### src/rtl/truth_table_capture_if.sv
// Bundle between the truth-table sweeper (slave) and whoever starts sweeps
// and hosts the combinational lab DUT (master).
interface truth_table_capture_if #(
  parameter int N_IN = 3
);
  logic                 start;
  logic [N_IN-1:0]      stim;
  logic                 dut_out;
  logic                 busy;
  logic                 done;
  logic [2**N_IN-1:0]   captured;
  logic [N_IN:0]        mismatch_cnt;
  logic                 fail_valid;
  logic [N_IN-1:0]      first_fail;
  logic                 pass;

  modport slave (
    input  start, dut_out,
    output stim, busy, done, captured, mismatch_cnt, fail_valid, first_fail, pass
  );

  modport master (
    output start, dut_out,
    input  stim, busy, done, captured, mismatch_cnt, fail_valid, first_fail, pass
  );
endinterface

### src/rtl/truth_table_capture.sv
// Sweeps every input vector of a combinational lab DUT, holds each for SETTLE
// cycles, captures the output truth table and grades it against EXP_TT.
module truth_table_capture #(
  parameter int                 N_IN   = 3,
  parameter int                 SETTLE = 4,
  parameter logic [2**N_IN-1:0] EXP_TT = 8'b1110_1000
) (
  input logic                  clk,
  input logic                  rst_n,
  truth_table_capture_if.slave bus
);

  localparam int HCW = (SETTLE > 1) ? $clog2(SETTLE) : 1;
  localparam logic [HCW-1:0]  HC_LAST   = HCW'(SETTLE - 1);
  localparam logic [N_IN-1:0] STIM_LAST = '1;

  typedef enum logic [1:0] {IDLE, RUN, DONE} state_t;

  state_t         state;
  logic [HCW-1:0] hc;

  // stim doubles as the vector index, so the applied vector and the
  // captured bit position can never drift apart.
  always_ff @(posedge clk) begin
    if (!rst_n) begin
      state            <= IDLE;
      hc               <= '0;
      bus.stim         <= '0;
      bus.busy         <= 1'b0;
      bus.done         <= 1'b0;
      bus.captured     <= '0;
      bus.mismatch_cnt <= '0;
      bus.fail_valid   <= 1'b0;
      bus.first_fail   <= '0;
      bus.pass         <= 1'b0;
    end else begin
      case (state)
        IDLE: begin
          bus.done <= 1'b0;
          if (bus.start) begin
            state            <= RUN;
            hc               <= '0;
            bus.stim         <= '0;
            bus.busy         <= 1'b1;
            bus.captured     <= '0;
            bus.mismatch_cnt <= '0;
            bus.fail_valid   <= 1'b0;
            bus.first_fail   <= '0;
            bus.pass         <= 1'b0;
          end
        end

        RUN: begin
          if (hc == HC_LAST) begin
            hc                     <= '0;
            bus.captured[bus.stim] <= bus.dut_out;
            if (bus.dut_out != EXP_TT[bus.stim]) begin
              bus.mismatch_cnt <= bus.mismatch_cnt + (N_IN+1)'(1);
              if (!bus.fail_valid) begin
                bus.first_fail <= bus.stim;
                bus.fail_valid <= 1'b1;
              end
            end
            if (bus.stim == STIM_LAST) begin
              state    <= DONE;
              bus.done <= 1'b1;
            end else begin
              bus.stim <= bus.stim + N_IN'(1);
            end
          end else begin
            hc <= hc + HCW'(1);
          end
        end

        DONE: begin
          state    <= IDLE;
          bus.done <= 1'b0;
          bus.busy <= 1'b0;
          bus.stim <= '0;
          bus.pass <= (bus.mismatch_cnt == '0);
        end

        default: state <= IDLE;
      endcase
    end
  end

endmodule

### src/flat_wrapper.sv
// flat-port wrapper written by rule: the top's interface ports become plain ports
module truth_table_capture_flat 
#(
  parameter int                 N_IN   = 3,
  parameter int                 SETTLE = 4,
  parameter logic [2**N_IN-1:0] EXP_TT = 8'b1110_1000
)
  (clk, rst_n, bus_start, bus_dut_out, bus_stim, bus_busy, bus_done, bus_captured, bus_mismatch_cnt, bus_fail_valid, bus_first_fail, bus_pass);
  truth_table_capture_if #(.N_IN(N_IN)) bus_i ();
  input logic clk;
  input logic rst_n;
  input wire logic [$bits(bus_i.start)-1:0] bus_start;
  input wire logic [$bits(bus_i.dut_out)-1:0] bus_dut_out;
  output wire logic [$bits(bus_i.stim)-1:0] bus_stim;
  output wire logic [$bits(bus_i.busy)-1:0] bus_busy;
  output wire logic [$bits(bus_i.done)-1:0] bus_done;
  output wire logic [$bits(bus_i.captured)-1:0] bus_captured;
  output wire logic [$bits(bus_i.mismatch_cnt)-1:0] bus_mismatch_cnt;
  output wire logic [$bits(bus_i.fail_valid)-1:0] bus_fail_valid;
  output wire logic [$bits(bus_i.first_fail)-1:0] bus_first_fail;
  output wire logic [$bits(bus_i.pass)-1:0] bus_pass;
  assign bus_i.start = bus_start;
  assign bus_i.dut_out = bus_dut_out;
  assign bus_stim = bus_i.stim;
  assign bus_busy = bus_i.busy;
  assign bus_done = bus_i.done;
  assign bus_captured = bus_i.captured;
  assign bus_mismatch_cnt = bus_i.mismatch_cnt;
  assign bus_fail_valid = bus_i.fail_valid;
  assign bus_first_fail = bus_i.first_fail;
  assign bus_pass = bus_i.pass;
  truth_table_capture #(.N_IN(N_IN), .SETTLE(SETTLE), .EXP_TT(EXP_TT)) u_core (.clk(clk), .rst_n(rst_n), .bus(bus_i));
endmodule
### config.mk
export PLATFORM = sky130hd
export DESIGN_NAME = truth_table_capture_flat
export DESIGN_NICKNAME = d
export VERILOG_FILES = /design/src/rtl/truth_table_capture_if.sv /design/src/rtl/truth_table_capture.sv /design/src/flat_wrapper.sv
export SDC_FILE = /design/constraint.sdc
export NUM_CORES = 1
export LEC_CHECK = 0
export BUFFER_PORTS_ARGS = -buffer_cell sky130_fd_sc_hd__clkbuf_2
export CAP_MARGIN = 0
export CORE_AREA = 10 10 70 78
export DETAILED_ROUTE_END_ITERATION = 16
export DIE_AREA = 0 0 80 88
export PLACE_DENSITY_LB_ADDON = 0.15
export SLEW_MARGIN = 20
export SYNTH_ARGS = -nofsm -noshare
export SYNTH_HDL_FRONTEND = slang
export SYNTH_SLANG_ARGS = --single-unit
### constraint.sdc
create_clock -name clk -period 1.6 [get_ports clk]
set_clock_uncertainty 0.15 [all_clocks]
set_input_delay 0.08 -clock clk [delete_from_list [all_inputs] [get_ports clk]]
set_output_delay 0.08 -clock clk [all_outputs]
set_load 0.02 [all_outputs]
==> results.json, run 1 <==
{
  "min_path_type": "input pin to flop",
  "min_path_cells": 2,
  "highest_layer": "met4",
  "synth_cell_types": 38,
  "grt_pass1_wl_um": 5650,
  "async_flop_share_pct": 0,
  "synth_area_per_cell_um2": 8.88,
  "gp_congestion": 0.750,
  "cp_data_arrival_time_ns": 1.75,
  "rows": 24,
  "fin_cells": 244,
  "hold_violations": 0,
  "rsz0062_at_grt": "true",
  "path_depth": 5,
  "ys_ff_latch": 27,
  "dpl.hpwl_um": 2550,
  "first_global_vias": 1262,
  "vias_per_cell": 5.01,
  "post-place-cells": 235,
  "drt-wirelength-per-cell_um": 13.9,
  "grt_max_degree": 17,
  "ys.flop_type": "dfxtp_1",
  "syn2layout_area_growth_pct": 35.5,
  "fin_nets": 202,
  "grt_use_total_pct": 9.93,
  "fill_cells": 404,
  "clkLatencyLatePin_ns": 0.27,
  "placed_area_um2": 1640,
  "clockRootBuffer": "clkbuf_8",
  "finish.utilization_pct": 46.0,
  "cp.required_ns": 1.67,
  "dr.pass1.iters": 4,
  "timing.hold.ws_ns": 0.0691,
  "drtIter0Drc": 49,
  "synth_area_um2": 1320,
  "fin_area_um2": 1790,
  "cts_buffers": 3,
  "tightestPinTransition_ns": 0.376,
  "finalMaxSlewViolations": 0,
  "numPortBuffers": 25,
  "yosysSeqAreaShare_pct": 40.8,
  "setup_viol": 2,
  "wl_met2_um": 1700,
  "fmax_ghz": 0.597,
  "maxSlewHeadroom_pct": 74.9,
  "finalCritPeriodShare_pct": 105,
  "start_util_pct": 33.9,
  "syn_nets": 158,
  "wl_met1_um": 1480,
  "pwr_density_cell_nw_per_um2": 684,
  "fin_setup_tns_ns": -0.137,
  "gr-total-overflow": 0,
  "cts-htree-levels": 1,
  "io_pins": 26,
  "maxCapViolCount": 0,
  "antenna_left": 0,
  "wirelength_um": 3390,
  "cts_buffer_depth": 2,
  "yosysMostFrequentCell": "dfxtp_1",
  "die_w_um": 80,
  "synth_top_area_share_pct": 40.8,
  "crit_chain": "ha_4 -> buf_6 -> a311oi_4 -> mux2i_1 -> o22a_1",
  "reg2reg_depth": 5,
  "synth_common_cells": "dfxtp_1, nor2_1, o21ai_0",
  "path_class": "flop to flop",
  "wl_met3_um": 160,
  "yosys.area.top_type": "dfxtp_1",
  "endpoint_kind": "flop",
  "cp_slowest_cell": "a311oi_4",
  "core-area_um2": 3900,
  "cts_sinks": 27,
  "status": "finished with violations",
  "die_y_um": 88,
  "layout_setup_ws_ns": -0.0748,
  "diodes": 0,
  "peakVddDrop_mv": 0.358,
  "slowest_delay_ns": 0.41,
  "synth_edf_count": 0,
  "cellLeakagePower_nw": 0.738,
  "drcViolationCount": 0,
  "cts_tree": "done",
  "layout-drive-gt1-share_pct": 38.0,
  "violations": "negative setup slack",
  "cts.reportedPaths.clkPinSlew_ns": 0.10,
  "finalCriticalPeriod_ns": 1.67,
  "antenna_found_initial": 0,
  "synth_warnings": 0,
  "vias": 1223,
  "cp-start-kind": "flop",
  "cp_top_family": "compound AO/OA/AOI/OAI gates",
  "cp_num_buf_inv": 1,
  "synth_area_leaders": "dfxtp_1, ha_1, mux2i_1",
  "cp_max_fo": 4,
  "syn_inst": 149,
  "dieArea_um2": 7040
}
==> cell usage in the layout, fill, tap and decap left out, types with 2 or more instances in the layout <==
cell type / synthesis / layout
a21oi_1: 5 / 5
a311oi_1: 3 / 2
ha_4: 0 / 3
dfxtp_4: 0 / 2
a31o_2: 2 / 2
a22oi_1: 2 / 2
o21ai_0: 10 / 10
nor3_1: 2 / 2
nand2b_1: 6 / 6
o21a_1: 6 / 6
clkbuf_2: 0 / 25
dfxtp_1: 27 / 21
a21boi_1: 0 / 2
a21boi_0: 8 / 6
inv_1: 4 / 3
buf_4: 0 / 21
nand3b_1: 2 / 2
buf_6: 1 / 2
nor2b_1: 2 / 2
mux2i_1: 6 / 4
ha_1: 5 / 2
clkbuf_8: 0 / 3
dfxtp_2: 0 / 4
nand2_1: 9 / 9
nand4_1: 2 / 2
nor2_1: 16 / 16
nand3_1: 7 / 7
==> routing by layer <==
metal,GRT usage (%),vias to the layer above
met2,17.5,19
met4,4.81,0
li1,-,621
met3,2.97,4
met5,0,-
met1,10.6,579
==> cells by family after synthesis <==
family	count (synthesis)	synth area share (%)
buffers and inverters	14	4.91
DFF	27	40.8
muxes	6	4.54
xor gates and xnor gates	1	0.662
adders and majority gates	5	4.73
AOI/OAI and AO/OA	44	24.3
and+or+nand+nor	52	20.0
==> repair_timing <==
item / 4_1_cts / 5_1_grt
pin swaps: 3 / 2
hold buffers: 0 / 0
resized for setup: 6 / 11
setup endpoints to repair: 2 / 16
setup buffers: 3 / 2
==> where the power goes <==
part           switching [mW]  leakage, nW  internal (mW)
clock network           0.218       0.0260          0.178
logic                  0.0823        0.490         0.0635
registers             0.00724        0.221          0.678
==> state kept, by name, indices dropped and copies added (netlist names), named ones only <==
register,cells
u_core.bus.busy,1
u_core.bus.captured,8
u_core.bus.done,1
u_core.bus.fail_valid,1
u_core.bus.first_fail,3
u_core.bus.mismatch_cnt,4
u_core.bus.pass,1
u_core.bus.stim,3
u_core.hc,2
u_core.state,2
==> through the flow <==
stage | setup WS (ns) | total power, mW
after floorplan | -0.0620 | 0.782
after detailed placement | -0.0685 | 0.826
final | -0.0748 | 1.23
after global routing | -0.130 | 1.29
after CTS | -0.0440 | 1.23
after global placement | -0.0248 | 0.824
==> path summary, 6_finish.rpt <==
path | startpoint | endpoint | slack, ns
setup / recovery | u_core.hc[0]$_SDFFE_PN0P_ | flop | -0.07
hold / removal | rst_n | u_core.bus.captured[7]$_SDFFE_PN0P_ | 0.07
setup reg to reg | u_core.hc[0]$_SDFFE_PN0P_ | flop | -0.07
hold reg to reg | u_core.bus.first_fail[2]$_SDFFE_PN0P_ | u_core.bus.first_fail[2]$_SDFFE_PN0P_ | 0.31
==> area by class of cell <==
type | count | area, µm² | share of cell area [%]
Clock buffer | 3 | 41.3 | 2.30
Clock inverter | 1 | 6.26 | 0.349
Inverter | 5 | 18.8 | 1.05
Multi-Input combinational cell | 108 | 805 | 44.8
Sequential cell | 27 | 553 | 30.8
Tap cell | 52 | 65.1 | 3.63
Timing Repair Buffer | 48 | 305 | 17.0
Note: power is estimated with default switching activity, not from simulation.
==> run 2: changes to the inputs <==
CTS_BUF_LIST = sky130_fd_sc_hd__clkbuf_8   (was default)
clock period = 1.37 ns   (was 1.6 ns; I/O delays follow)
==> run 2 against run 1 <==
Compared with the run above:
- highest routed layer unchanged
- die area did not move
- largest cell class unchanged
- maximum frequency rose by 5.1%
- via count rose by 2.8%
- combinational power rose by 47%
- hold slack got worse by 0.043 ns
- total power rose by 19%
- the flow still finishes with violations (negative setup slack)
- sequential cell count did not move
- sequential share of layout area fell by 2.7 points
==> results.json, run 2 (synthesis gave the netlist of run 1 again) <==
{
  "dpl.hpwl_um": 2690,
  "syn2layout_area_growth_pct": 49.0,
  "fmax_ghz": 0.628,
  "grt_pass1_wl_um": 5780,
  "die_y_um": 88,
  "dieArea_um2": 7040,
  "drt-wirelength-per-cell_um": 14.1,
  "grt_use_total_pct": 10.1,
  "final_cell_mix": "buf_4, clkbuf_2, dfxtp_1",
  "cts_buffer_depth": 2,
  "violations": "negative setup slack",
  "ctsHoldBuffers": 0,
  "regMostFlops": "u_core.bus.captured",
  "setup_viol": 19,
  "dr.pass1.iters": 5,
  "antenna_found_initial": 0,
  "cp.required_ns": 1.45,
  "io_pins": 26,
  "diodes": 0,
  "start_util_pct": 33.9,
  "clockRootBuffer": "clkbuf_8",
  "cp_slowest_cell": "dfxtp_4",
  "pwr_density_cell_nw_per_um2": 742,
  "cts_tree": "done",
  "fin_nets": 212,
  "largest_register_ffs": 8,
  "cts-htree-levels": 1,
  "finish.utilization_pct": 50.5,
  "slowest_delay_ns": 0.37,
  "clkLatencyLatePin_ns": 0.27,
  "cp-start-kind": "flop",
  "gp_congestion": 0.785,
  "vias_per_cell": 4.95,
  "rsz0062_at_grt": "true",
  "gr-total-overflow": 0,
  "cts_buffers": 3,
  "status": "finished with violations",
  "crit_chain": "ha_4 -> ha_4 -> inv_2 -> a311oi_4 -> mux2i_1 -> o22a_1",
  "min_path_cells": 3,
  "hold_violations": 0,
  "reg2reg_depth": 6,
  "antenna_left": 0,
  "endpoint_kind": "flop",
  "finalCriticalPeriod_ns": 1.59,
  "cts_sinks": 27,
  "core-area_um2": 3900,
  "layout_setup_ws_ns": -0.223,
  "fin_setup_tns_ns": -1.95,
  "finalCritPeriodShare_pct": 116,
  "top_regs": "u_core.bus.captured (8), u_core.bus.mismatch_cnt (4)",
  "peakVddDrop_mv": 0.400,
  "finalMaxSlewViolations": 0,
  "first_global_vias": 1275,
  "cellLeakagePower_nw": 0.823,
  "cpMostUsedCell": "ha_4",
  "timing.hold.ws_ns": 0.0258,
  "rows": 24,
  "drcViolationCount": 0,
  "layout-drive-gt1-share_pct": 49.5,
  "numPortBuffers": 25,
  "cp_max_fo": 4,
  "cts.reportedPaths.clkPinSlew_ns": 0.09,
  "maxCapViolCount": 0,
  "min_path_type": "input pin to flop",
  "vias": 1257,
  "final_common_cell": "buf_4",
  "grt_max_degree": 15,
  "cp_data_arrival_time_ns": 1.67,
  "drtIter0Drc": 42,
  "wirelength_um": 3580,
  "path_class": "flop to flop",
  "tightestPinTransition_ns": 0.342,
  "maxSlewHeadroom_pct": 77.2,
  "die_w_um": 80
}
-- run 2: cell types whose count changed in the layout (fill, tap and decap cells not counted), moves of 3 or more --
cell      change
nor2_4        +3
a21boi_2      +3
o21ai_0       -6
nor2_1        -4
buf_4         +7
nand2b_4      +3
nand2b_1      -3
o21ai_1       +3
a21boi_0      -4
buf_6         +3
o21ai_2       +3
-- run 2: power breakdown --
group	switching [mW]	internal (mW)	total, mW
combinational	0.112	0.103	0.215
clock	0.247	0.201	0.448
sequential	0.00939	0.791	0.800
-- run 2: layer usage --
| layer | vias to the layer above | wire length, µm | GRT usage (%) | part of all wire (%) |
|---|---|---|---|---|
| met5 | - | 0 | 0 | 0 |
| met3 | 8 | 187 | 3.07 | 5.2 |
| li1 | 645 | - | - | - |
| met1 | 585 | 1470 | 10.4 | 41 |
| met4 | 0 | 68 | 4.33 | 1.9 |
| met2 | 19 | 1860 | 18.4 | 52 |
-- run 2: critical path: cells and delay by family, from the launching register on --
family	cells	cell delay, ns
flops	1	0.37
fa+ha+maj	2	0.25
buf+inv	1	0.04
compound gates	2	0.45
mux	1	0.28
-- run 2: through the flow --
| step | setup slack (ns) | total power [mW] | area, µm² | instances |
|---|---|---|---|---|
| after floorplan | -0.291 | 0.923 | 1410 | 149 |
| after global placement | -0.248 | 0.983 | 1730 | 243 |
| after detailed placement | -0.301 | 0.987 | 1730 | 243 |
| after CTS | -0.222 | 1.45 | 1870 | 252 |
| after global routing | -0.283 | 1.53 | 1970 | 254 |
| final | -0.223 | 1.46 | 1970 | 254 |
-- run 2: cell type report --
class	count	area, µm²
Fill cell	383	1930
Multi-Input combinational cell	108	896
Sequential cell	27	556
Timing Repair Buffer	58	392
Tap cell	52	65.1
Clock buffer	3	41.3
Inverter	5	18.8
Clock inverter	1	3.75
-- run 2: final timing paths --
kind                                         start                               endpoint  slack [ns]
max                u_core.bus.stim[1]$_SDFFE_PN0N_                                   flop       -0.22
max reg2reg        u_core.bus.stim[1]$_SDFFE_PN0N_                                   flop       -0.22
min                                          rst_n           u_core.state[1]$_SDFFE_PN0P_        0.03
min reg2reg  u_core.bus.first_fail[2]$_SDFFE_PN0P_  u_core.bus.first_fail[2]$_SDFFE_PN0P_        0.31
-- run 2: repair_timing --
item,CTS,global route
pin swaps,14,15
setup buffers,5,3
endpoints found under the setup margin,19,22
resized for setup,19,25
==> run 3: changes to the inputs <==
BUFFER_PORTS_ARGS = -buffer_cell sky130_fd_sc_hd__buf_4   (was -buffer_cell sky130_fd_sc_hd__clkbuf_2)
GPL_ROUTABILITY_DRIVEN = 0   (was default)
PLACE_DENSITY = 0.52   (was default)
PLACE_DENSITY_LB_ADDON = default   (was 0.15)
==> run 3 against run 2 <==
Compared with the run above:
- final cell count down 2.0%
- wire length fell by 2.0%
- first-iteration DRC count rose by 26%
- largest cell class unchanged
- clock-buffer cell count unchanged
- largest power group unchanged
- the flow still finishes with violations (negative setup slack)
==> results.json, run 3 (synthesis gave the netlist of run 1 again) <==
{
  "status": "finished with violations",
  "violations": "negative setup slack",
  "drt-wirelength-per-cell_um": 14.1,
  "clkLatencyLatePin_ns": 0.27,
  "first_global_vias": 1292,
  "cts_buffers": 3,
  "grt_max_degree": 15,
  "cellLeakagePower_nw": 0.806,
  "setup_viol": 16,
  "syn2layout_area_growth_pct": 50.5,
  "numPortBuffers": 25,
  "cts.reportedPaths.clkPinSlew_ns": 0.09,
  "gr-total-overflow": 0,
  "cts_tree": "done",
  "dr.pass1.iters": 4,
  "dieArea_um2": 7040,
  "antenna_left": 0,
  "top_regs": "u_core.bus.captured (8), u_core.bus.mismatch_cnt (4)",
  "wl_met2_um": 1770,
  "regMostFlops": "u_core.bus.captured",
  "layout-drive-gt1-share_pct": 47.7,
  "grt_use_total_pct": 10.2,
  "path_class": "flop to flop",
  "wirelength_um": 3510,
  "grt_pass1_wl_um": 5850,
  "rsz0062_at_grt": "true",
  "cts_buffer_depth": 2,
  "antenna_found_initial": 0,
  "maxCapViolCount": 0,
  "cts_sinks": 27,
  "core-area_um2": 3900,
  "cp-start-kind": "flop",
  "endpoint_kind": "flop",
  "io_pins": 26,
  "maxSlewHeadroom_pct": 76.9,
  "fin_nets": 207,
  "vias_per_cell": 4.88,
  "clockRootBuffer": "clkbuf_8",
  "rows": 24,
  "pwr_density_cell_nw_per_um2": 727,
  "layout_setup_ws_ns": -0.230,
  "dpl.hpwl_um": 2560,
  "finalCriticalPeriod_ns": 1.60,
  "timing.hold.ws_ns": 0.0492,
  "vias": 1215,
  "drtIter0Drc": 53,
  "fmax_ghz": 0.625,
  "highest_layer": "met4",
  "hold_violations": 0,
  "cp_data_arrival_time_ns": 1.67,
  "peakVddDrop_mv": 0.377,
  "cp_max_fo": 4,
  "min_path_type": "input pin to flop",
  "die_w_um": 80,
  "finish.utilization_pct": 51.0,
  "cts-htree-levels": 1,
  "finalCritPeriodShare_pct": 117,
  "wl_met1_um": 1500,
  "finalMaxSlewViolations": 0,
  "largest_register_ffs": 8,
  "die_y_um": 88,
  "wl_met3_um": 204,
  "diodes": 0,
  "start_util_pct": 33.9,
  "final_cell_mix": "buf_4, dfxtp_1, nand2_1, nor2_1",
  "cp.required_ns": 1.45,
  "final_common_cell": "buf_4",
  "drcViolationCount": 0,
  "tightestPinTransition_ns": 0.344
}
-- run 3: worst paths after layout --
check | from | to | slack [ns] | cells past startpoint
worst max-delay path | u_core.bus.stim[1]$_SDFFE_PN0N_ | u_core.bus.stim[0]$_SDFFE_PN0N_ | -0.23 | 6
worst min-delay path | rst_n | u_core.state[1]$_SDFFE_PN0P_ | 0.05 | 3
worst max register to register | u_core.bus.stim[1]$_SDFFE_PN0N_ | u_core.bus.stim[0]$_SDFFE_PN0N_ | -0.23 | 6
worst min register to register | u_core.bus.first_fail[2]$_SDFFE_PN0P_ | u_core.bus.first_fail[2]$_SDFFE_PN0P_ | 0.31 | 2
-- run 3: layout make-up --
cell class / count / area, µm²
clock buffer: 3 / 41.3
clock inverter: 1 / 3.75
fill: 370 / 1910
inverter: 5 / 21.3
multi-input combinational: 108 / 888
sequential: 27 / 556
tap: 52 / 65.1
timing repair buffer: 53 / 417
-- run 3: worst max-delay path, cell delays in order, from the launching register on --
cell,delay [ns]
dfxtp_4,0.37
ha_4,0.13
ha_4,0.13
inv_4,0.04
a311oi_4,0.29
mux2i_1,0.29
buf_4,0.14
-- run 3: metal layers --
layer  vias up  track usage [%]
met2        18             17.8
met1       565             11.1
met5         -                0
met4         0             3.69
met3         4             3.48
li1        628                -
-- run 3: where the power goes --
part	internal, mW	switching [mW]
sequential	0.791	0.0106
clock	0.201	0.246
combinational	0.0966	0.102
-- run 3: what timing repair did --
| item | in CTS | in global routing |
|---|---|---|
| gates resized for setup | 13 | 28 |
| hold endpoints to repair | 3 | 0 |
| setup endpoints to repair | 18 | 21 |
| pin swaps | 8 | 11 |
| hold buffers | 3 | 0 |
| setup buffers | 4 | 2 |
-- run 3: metrics by stage --
stage          cells  power, mW  area (µm²)  setup slack, ns  setup TNS (ns)
6_report         249       1.45        1990           -0.230           -1.40
4_1_cts          247       1.44        1890           -0.218           -1.30
3_5_place_dp     237      0.982        1750           -0.304           -1.93
2_1_floorplan    149      0.923        1410           -0.291           -1.21
3_3_place_gp     237      0.981        1750           -0.243           -1.70
5_1_grt          249       1.51        1990           -0.316           -2.95
